==> config.mk <==
export PLATFORM = sky130hd
export DESIGN_NAME = cdh_reset_sequencer
export DESIGN_NICKNAME = d
export VERILOG_FILES = /design/src/rtl/cdh_reset_sequencer.sv
export SDC_FILE = /design/constraint.sdc
export NUM_CORES = 1
export LEC_CHECK = 0
export CORE_MARGIN = 5
export CORE_UTILIZATION = 54
export DETAILED_ROUTE_END_ITERATION = 6
export PLACE_DENSITY = 0.76
export SETUP_SLACK_MARGIN = 0.4
export SYNTH_ARGS = -nofsm -noshare
export SYNTH_HDL_FRONTEND = slang
export SYNTH_SLANG_ARGS = --single-unit
==> constraint.sdc <==
create_clock -name CLK_BASE -period 2.49 [get_ports CLK_BASE]
set_input_delay 0.498 -clock CLK_BASE [delete_from_list [all_inputs] [get_ports CLK_BASE]]
set_output_delay 0.498 -clock CLK_BASE [all_outputs]
set_load 0.1 [all_outputs]
==> src/rtl/cdh_reset_sequencer.sv <==
`default_nettype none
// -----------------------------------------------------------------------------
// cdh_reset_sequencer: SmartFusion2 fabric power-up / staged reset sequencer
// Revision: 1.0
// -----------------------------------------------------------------------------
module cdh_reset_sequencer #(
  parameter int NUM_STAGES     = 4,
  parameter int LOCK_FILTER    = 256,
  parameter int STAGE_DELAY    = 1000,
  parameter int TIMEOUT_CYCLES = 50000000,
  parameter int RETRY_DELAY    = 5000,
  parameter int MAX_RETRIES    = 3
) (
  input  logic                  CLK_BASE,
  input  logic                  RESET_N,
  input  logic                  CCC_LOCK,
  input  logic                  MSS_READY,
  input  logic                  INIT_DONE,
  input  logic                  SW_RESET_REQ,
  output logic                  FAB_RESET_N,
  output logic [NUM_STAGES-1:0] PERIPH_RESET_N,
  output logic                  SEQ_DONE,
  output logic                  FAULT,
  output logic [1:0]            FAULT_CODE,
  output logic [2:0]            RETRY_CNT
);

  localparam int CNT_MAX_A = (LOCK_FILTER > STAGE_DELAY) ? LOCK_FILTER : STAGE_DELAY;
  localparam int CNT_MAX_B = (TIMEOUT_CYCLES > RETRY_DELAY) ? TIMEOUT_CYCLES : RETRY_DELAY;
  localparam int CNT_MAX   = (CNT_MAX_A > CNT_MAX_B) ? CNT_MAX_A : CNT_MAX_B;
  localparam int CW        = $clog2(CNT_MAX + 1);
  localparam int IW        = (NUM_STAGES > 1) ? $clog2(NUM_STAGES) : 1;

  localparam logic [CW-1:0] FILT_LAST = CW'(LOCK_FILTER - 1);
  localparam logic [CW-1:0] TMO_LAST  = CW'(TIMEOUT_CYCLES - 1);
  localparam logic [CW-1:0] STG_LAST  = CW'(STAGE_DELAY - 1);
  localparam logic [CW-1:0] RTY_LAST  = CW'(RETRY_DELAY - 1);
  localparam logic [IW-1:0] IDX_LAST  = IW'(NUM_STAGES - 1);
  localparam logic [2:0]    RETRY_MAX = 3'(MAX_RETRIES);

  typedef enum logic [2:0] {
    S_HOLD       = 3'd0,
    S_WAIT_LOCK  = 3'd1,
    S_RELEASE    = 3'd2,
    S_WAIT_READY = 3'd3,
    S_STAGE      = 3'd4,
    S_RUN        = 3'd5,
    S_FAULT      = 3'd6
  } state_t;

  state_t          state;
  logic [CW-1:0]   tmo_cnt;
  logic [CW-1:0]   dly_cnt;
  logic [IW-1:0]   idx;
  logic            sw_prev;
  logic [3:0]      sync_meta;
  logic [3:0]      sync_q;
  logic            lock;
  logic            mss_ready;
  logic            init_done;
  logic            sw_req;
  logic            lock_lost;
  logic            timeout;
  logic            sw_edge;

  // Synchronisers run through reset so the request edge detector can be
  // preloaded with a settled level while RESET_N is low.
  always_ff @(posedge CLK_BASE) begin
    sync_meta <= {SW_RESET_REQ, INIT_DONE, MSS_READY, CCC_LOCK};
    sync_q    <= sync_meta;
  end

  assign {sw_req, init_done, mss_ready, lock} = sync_q;

  assign lock_lost = !lock && ((state == S_RELEASE) || (state == S_WAIT_READY) ||
                               (state == S_STAGE)   || (state == S_RUN));
  assign timeout   = ((state == S_WAIT_LOCK) || (state == S_WAIT_READY)) &&
                     (tmo_cnt == TMO_LAST);
  assign sw_edge   = sw_req && !sw_prev && (state != S_HOLD);

  always_ff @(posedge CLK_BASE) begin
    if (!RESET_N) begin
      state          <= S_HOLD;
      FAB_RESET_N    <= 1'b0;
      PERIPH_RESET_N <= '0;
      SEQ_DONE       <= 1'b0;
      FAULT          <= 1'b0;
      FAULT_CODE     <= 2'd0;
      RETRY_CNT      <= 3'd0;
      tmo_cnt        <= '0;
      dly_cnt        <= '0;
      idx            <= '0;
      sw_prev        <= sw_req;
    end else begin
      sw_prev <= sw_req;
      if (sw_edge && !lock_lost) begin
        state          <= S_WAIT_LOCK;
        FAB_RESET_N    <= 1'b0;
        PERIPH_RESET_N <= '0;
        SEQ_DONE       <= 1'b0;
        FAULT          <= 1'b0;
        RETRY_CNT      <= 3'd0;
        tmo_cnt        <= '0;
        dly_cnt        <= '0;
        idx            <= '0;
      end else if (lock_lost || timeout) begin
        state          <= S_FAULT;
        FAB_RESET_N    <= 1'b0;
        PERIPH_RESET_N <= '0;
        SEQ_DONE       <= 1'b0;
        FAULT          <= 1'b1;
        dly_cnt        <= '0;
        FAULT_CODE     <= lock_lost ? 2'd3 : ((state == S_WAIT_LOCK) ? 2'd1 : 2'd2);
      end else begin
        case (state)
          S_HOLD: begin
            state   <= S_WAIT_LOCK;
            tmo_cnt <= '0;
            dly_cnt <= '0;
          end
          S_WAIT_LOCK: begin
            tmo_cnt <= tmo_cnt + 1'b1;
            if (!lock) begin
              dly_cnt <= '0;
            end else if (dly_cnt == FILT_LAST) begin
              state       <= S_RELEASE;
              FAB_RESET_N <= 1'b1;
            end else begin
              dly_cnt <= dly_cnt + 1'b1;
            end
          end
          S_RELEASE: begin
            state   <= S_WAIT_READY;
            tmo_cnt <= '0;
          end
          S_WAIT_READY: begin
            if (mss_ready && init_done) begin
              state   <= S_STAGE;
              dly_cnt <= '0;
              idx     <= '0;
            end else begin
              tmo_cnt <= tmo_cnt + 1'b1;
            end
          end
          S_STAGE: begin
            if (dly_cnt == STG_LAST) begin
              // Bits fill from bit 0 upward, so a shift-in releases the next stage.
              PERIPH_RESET_N <= (PERIPH_RESET_N << 1) | NUM_STAGES'(1);
              dly_cnt        <= '0;
              if (idx == IDX_LAST) begin
                state     <= S_RUN;
                SEQ_DONE  <= 1'b1;
                RETRY_CNT <= 3'd0;
              end else begin
                idx <= idx + 1'b1;
              end
            end else begin
              dly_cnt <= dly_cnt + 1'b1;
            end
          end
          S_RUN: begin
            state <= S_RUN;
          end
          S_FAULT: begin
            if (RETRY_CNT < RETRY_MAX) begin
              if (dly_cnt == RTY_LAST) begin
                state     <= S_WAIT_LOCK;
                FAULT     <= 1'b0;
                RETRY_CNT <= RETRY_CNT + 3'd1;
                tmo_cnt   <= '0;
                dly_cnt   <= '0;
              end else begin
                dly_cnt <= dly_cnt + 1'b1;
              end
            end
          end
          default: begin
            state <= S_HOLD;
          end
        endcase
      end
    end
  end

endmodule
`default_nettype wire

==> impl_metrics.json, run 1 <==
{
  "hp-class": "reg2reg",
  "port_buffers": 17,
  "grt_setup_unrepaired": "true",
  "cts_sinks": 78,
  "yosys_warnings": 0,
  "finalHoldViolCount": 0,
  "viasPerCell": 6.29,
  "clock_latency_ps": 370,
  "maxCapViolations": 0,
  "antenna-diode-count": 0,
  "root_buffer": "clkbuf_8",
  "pin_count": 18,
  "synth_fp_nets": 440,
  "grt_max_degree": 27,
  "crit_fanout": 4,
  "slew_headroom": 0.689,
  "place_inst": 532,
  "fin_setup_tns_ps": 0,
  "drive_gt1_frac": 0.397,
  "routed_wl_mm": 11.0,
  "powerDensity_nw_per_um2": 771,
  "period_minus_slack_ps": 2450,
  "drt_first_iter_violations": 360,
  "crit_cells": 10,
  "htree_levels": 3,
  "ant_nets": 0,
  "drt_pass1_iterations": 6,
  "area_growth_pct": 37.5,
  "final_common_cell": "dfxtp_1",
  "critPathBufInv": 2,
  "p_total_mw": 3.96,
  "max_freq_mhz": 408,
  "syn_inst": 428,
  "rows": 30,
  "gr-total-overflow": 0,
  "cp_slowest_cell": "or4bb_4",
  "outcome": "complete, no violations",
  "async_flop_share": 0,
  "critPathTopFamily": "simple AND/OR/NAND/NOR gates",
  "setup_viol": 0,
  "drc": 0,
  "cts.path.max_buffers": 2,
  "mostFrequentLayoutCells": "60 x dfxtp_1, 52 x nor2_1, 49 x buf_4",
  "nets": 509,
  "grt_pass1_vias": 3260,
  "place_congestion": 0.812,
  "cp.required_ps": 2760,
  "finalWorstSetupSlack_ps": 37.1,
  "synth_area_um2": 3740,
  "max_slew.worst_pin.slew_ps": 465,
  "worstHoldPathCells": 0,
  "synth_edf_count": 0,
  "skew_ps": 16.2,
  "cts_inserted_buffers": 9,
  "critical_path.cell_chain": "ha_4 > or4bb_4 > nor3_4 > nand4_4 > buf_6 > a211oi_4 > buf_6 > nand3_2 > xor2_1 > nor2_1",
  "stdcell_count": 581,
  "die_h_um": 93.2,
  "yosysSeqAreaShare": 0.418,
  "leakage_nw": 1.85,
  "max-vdd-ir-drop_uv": 385,
  "crit_arrival_ps": 2720,
  "synth_ff_type": "dfxtp_1",
  "worst_setup_path_end_kind": "register",
  "cts-hold-fix-buffers": 0,
  "synth_seq_cells": 78,
  "grt_pass1_wl_mm": 15.7,
  "core-area_um2": 6760,
  "start_util": 0.553,
  "antenna_found_initial": 0,
  "dp.final_hpwl_mm": 5.74,
  "slowest_delay_ps": 510,
  "synth.avg_cell_area_um2": 8.73,
  "r2r_cells": 10,
  "maxSlewViolCount": 0,
  "dieArea_um2": 8680,
  "cts_tree": "yes",
  "fin_crit_sh": 0.985,
  "clk_pin_slew_ps": 90,
  "crit_type": "reg2reg",
  "crit_top_cell": "buf_6",
  "via_count": 3654,
  "pre_cts_slack_ps": -3.05,
  "start_kind": "register",
  "routedWlPerCell_um": 19.0,
  "ys_types": 55,
  "grt.total_usage": 0.225,
  "fp.dieW_um": 93.2
}
-- sequential cells by signal, indices dropped and copies added (netlist names), 2 cells and up --
signal / count
FAULT_CODE: 2
PERIPH_RESET_N: 4
RETRY_CNT: 3
dly_cnt: 26
idx: 2
state: 3
sync_meta: 4
sync_q: 4
tmo_cnt: 26
-- final cells by class --
type	instances	area [um2]
multi-input cells	332	2570
fillers	397	1620
flip-flops and latches	78	1590
repair buffers	72	651
clock buffers	12	165
well taps	80	100
clock inverters	3	42.5
inverters	4	15.0
-- final timing paths --
| check | end | startpoint | slack, ps |
|---|---|---|---|
| max reg2reg | tmo_cnt[16] | dly_cnt[1] | 40 |
| min | sync_q[2] | sync_meta[2] | 330 |
| min reg2reg | sync_q[2] | sync_meta[2] | 330 |
| max | tmo_cnt[16] | dly_cnt[1] | 40 |
-- through the flow --
stage | hold WS (ps) | cell area (um2) | util
floorplan | 310 | 3890 | -
global route | 349 | 5140 | 0.761
global placement | 313 | 4180 | 0.619
finish | 331 | 5140 | 0.761
detailed placement | 316 | 4180 | 0.619
CTS | 331 | 4700 | 0.696
-- synthesized netlist by cell type (all sizes together), types with 6 or more instances --
master	instances	area, um2
nand4	16	115
nand3	27	135
ha	6	75.1
nor2	70	263
mux2i	6	60.1
buf	10	55.1
xnor2	7	61.3
or4	7	56.3
a21oi	20	111
xor2	33	289
or3	6	37.5
o21ai	9	45.0
nand2b	6	37.5
nor3	10	82.6
dfxtp	78	1560
nand2	39	149
and3	15	93.8
-- cells by family (layout without fill, tap and decap cells) --
kind of cell               count (synthesis)  count (layout)  share of synthesized area
and+or+nand+nor                          226             226                      0.329
DFF                                       78              78                      0.418
AOI/OAI and AO/OA                         54              54                      0.100
xor gates and xnor gates                  40              40                     0.0938
buffers and inverters                     18              91                     0.0228
adders and majority gates                  6               6                     0.0201
muxes                                      6               6                     0.0161
-- report_power, final --
group	switching [mW]	internal [mW]	leakage [nW]
Sequential	0.0626	1.31	0.642
Clock	0.469	0.538	0.104
Combinational	0.895	0.687	1.10
Total	1.43	2.54	1.85
-- routing by layer --
layer	vias up	part of all wire	track usage	routed length, um
met5	-	0	0	0
met4	0	0.043	0.0940	474
met3	52	0.059	0.0475	656
met2	168	0.48	0.359	5300
met1	1772	0.42	0.296	4600
li1	1662	-	-	-
-- timing repair --
action	4_1_cts	5_1_grt
gates cloned	2	2
resized for setup	49	74
endpoints found under the setup margin	67	68
pin swaps	27	38
buffers inserted	18	12
Note: power is estimated with default switching activity, not from simulation.
==> inputs of run 2 (changes only) <==
MAX_ROUTING_LAYER = met4   (was unset)
==> impl_metrics.json, run 2 (same netlist as run 1, synthesis figures left out) <==
{
  "outcome": "complete, no violations",
  "grt_setup_unrepaired": "true",
  "maxSlewViolCount": 0,
  "top_regs": "dly_cnt: 26 flops, tmo_cnt: 26 flops",
  "htree_levels": 3,
  "area_growth_pct": 37.5,
  "grt.total_usage": 0.231,
  "port_buffers": 17,
  "p_total_mw": 3.95,
  "holdPathEnd": "sync_q[2]",
  "worst_setup_path_end_kind": "register",
  "critPathTopFamily": "simple AND/OR/NAND/NOR gates",
  "slowest_delay_ps": 510,
  "drt_first_iter_violations": 312,
  "clock_latency_ps": 360,
  "crit_arrival_ps": 2720,
  "routed_wl_mm": 11.0,
  "fp.dieW_um": 93.2,
  "drive_gt1_frac": 0.397,
  "grt_pass1_vias": 3264,
  "max-vdd-ir-drop_uv": 381,
  "pin_count": 18,
  "drt_pass1_iterations": 5,
  "cts-hold-fix-buffers": 0,
  "leakage_nw": 1.85,
  "setup_viol": 0,
  "max_slew.worst_pin.slew_ps": 483,
  "period_minus_slack_ps": 2460,
  "gr-total-overflow": 0,
  "nets": 509,
  "start_kind": "register",
  "maxCapViolations": 0,
  "mostFrequentLayoutCells": "60 x dfxtp_1, 52 x nor2_1, 49 x buf_4",
  "crit_fanout": 4,
  "finalWorstSetupSlack_ps": 31.9,
  "core-area_um2": 6760,
  "final_common_cell": "dfxtp_1",
  "routedWlPerCell_um": 18.9,
  "rows": 30,
  "finalHoldViolCount": 0,
  "slew_headroom": 0.677,
  "place_congestion": 0.824,
  "cp_slowest_cell": "or4bb_4",
  "powerDensity_nw_per_um2": 769,
  "clk_pin_slew_ps": 90,
  "fin_crit_sh": 0.987,
  "pre_cts_slack_ps": -3.05,
  "min-delay-start": "sync_meta[2]",
  "worstHoldPathCells": 0,
  "cts_tree": "yes",
  "ant_nets": 0,
  "root_buffer": "clkbuf_8",
  "antenna-diode-count": 0,
  "cp.required_ps": 2750,
  "antenna_found_initial": 0,
  "start_util": 0.553,
  "cts.path.max_buffers": 2,
  "cts_sinks": 78,
  "crit_cells": 10,
  "grt_max_degree": 27,
  "worst_r2r_endpoint": "tmo_cnt[16]",
  "die_h_um": 93.2,
  "via_count": 3629,
  "viasPerCell": 6.25,
  "cts_inserted_buffers": 9,
  "crit_top_cell": "buf_6",
  "crit_type": "reg2reg",
  "skew_ps": 15.0,
  "hold_slack_ps": 331,
  "r2r_setup_slack_ps": 30,
  "hp-class": "reg2reg",
  "grt_pass1_wl_mm": 15.7,
  "dp.final_hpwl_mm": 5.74,
  "r2r_cells": 10,
  "r2r-start": "dly_cnt[1]",
  "dieArea_um2": 8680,
  "drc": 0,
  "critical_path.cell_chain": "ha_4 > or4bb_4 > nor3_4 > nand4_4 > buf_6 > a211oi_4 > buf_6 > nand3_2 > xor2_1 > nor2_1",
  "utilization": 0.761,
  "critPathBufInv": 2,
  "max_freq_mhz": 407
}
run 2: repair_timing:
action,in CTS,in global routing
cloned,2,2
setup endpoints to repair,67,68
pin swaps,27,38
setup buffers,18,12
hold endpoints to repair,0,0
resized for setup,49,74
run 2: where the power goes:
part / internal (mW) / switching [mW] / total, mW
clock: 0.538 / 0.459 / 0.997
combinational: 0.687 / 0.897 / 1.58
sequential: 1.31 / 0.0619 / 1.37
total: 2.54 / 1.42 / 3.95
run 2: area by class of cell:
type	count	area (um2)
clock buffer	12	165
clock inverter	3	42.5
fill	397	1620
inverter	4	15.0
multi-input combinational	332	2570
sequential	78	1590
tap	80	100
timing repair buffer	72	651
run 2: how the worst max path moves through the flow:
| stage | startpoint | endpoint | slack, ps |
|---|---|---|---|
| floorplan | dly_cnt[17] | dly_cnt[16] | 250 |
| global placement | dly_cnt[17] | dly_cnt[12] | 120 |
| detailed placement | dly_cnt[17] | dly_cnt[16] | -3 |
| CTS | dly_cnt[17] | tmo_cnt[5] | 170 |
| global route | dly_cnt[1] | tmo_cnt[24] | -20 |
| finish | dly_cnt[1] | tmo_cnt[16] | 30 |
run 2: per-stage QoR:
step,TNS (ps),instances,instance area [um2]
after floorplan,0,428,3890
after global placement,0,532,4180
after global routing,-41.3,581,5140
after CTS,0,567,4700
final,0,581,5140
after detailed placement,-3.05,532,4180
run 2: layer usage:
metal | vias up | track usage | part of all wire
met5 | - | - | 0
met4 | 0 | 0.0904 | 0.046
met3 | 49 | 0.0483 | 0.067
met2 | 183 | 0.360 | 0.48
met1 | 1733 | 0.295 | 0.41
li1 | 1664 | - | -
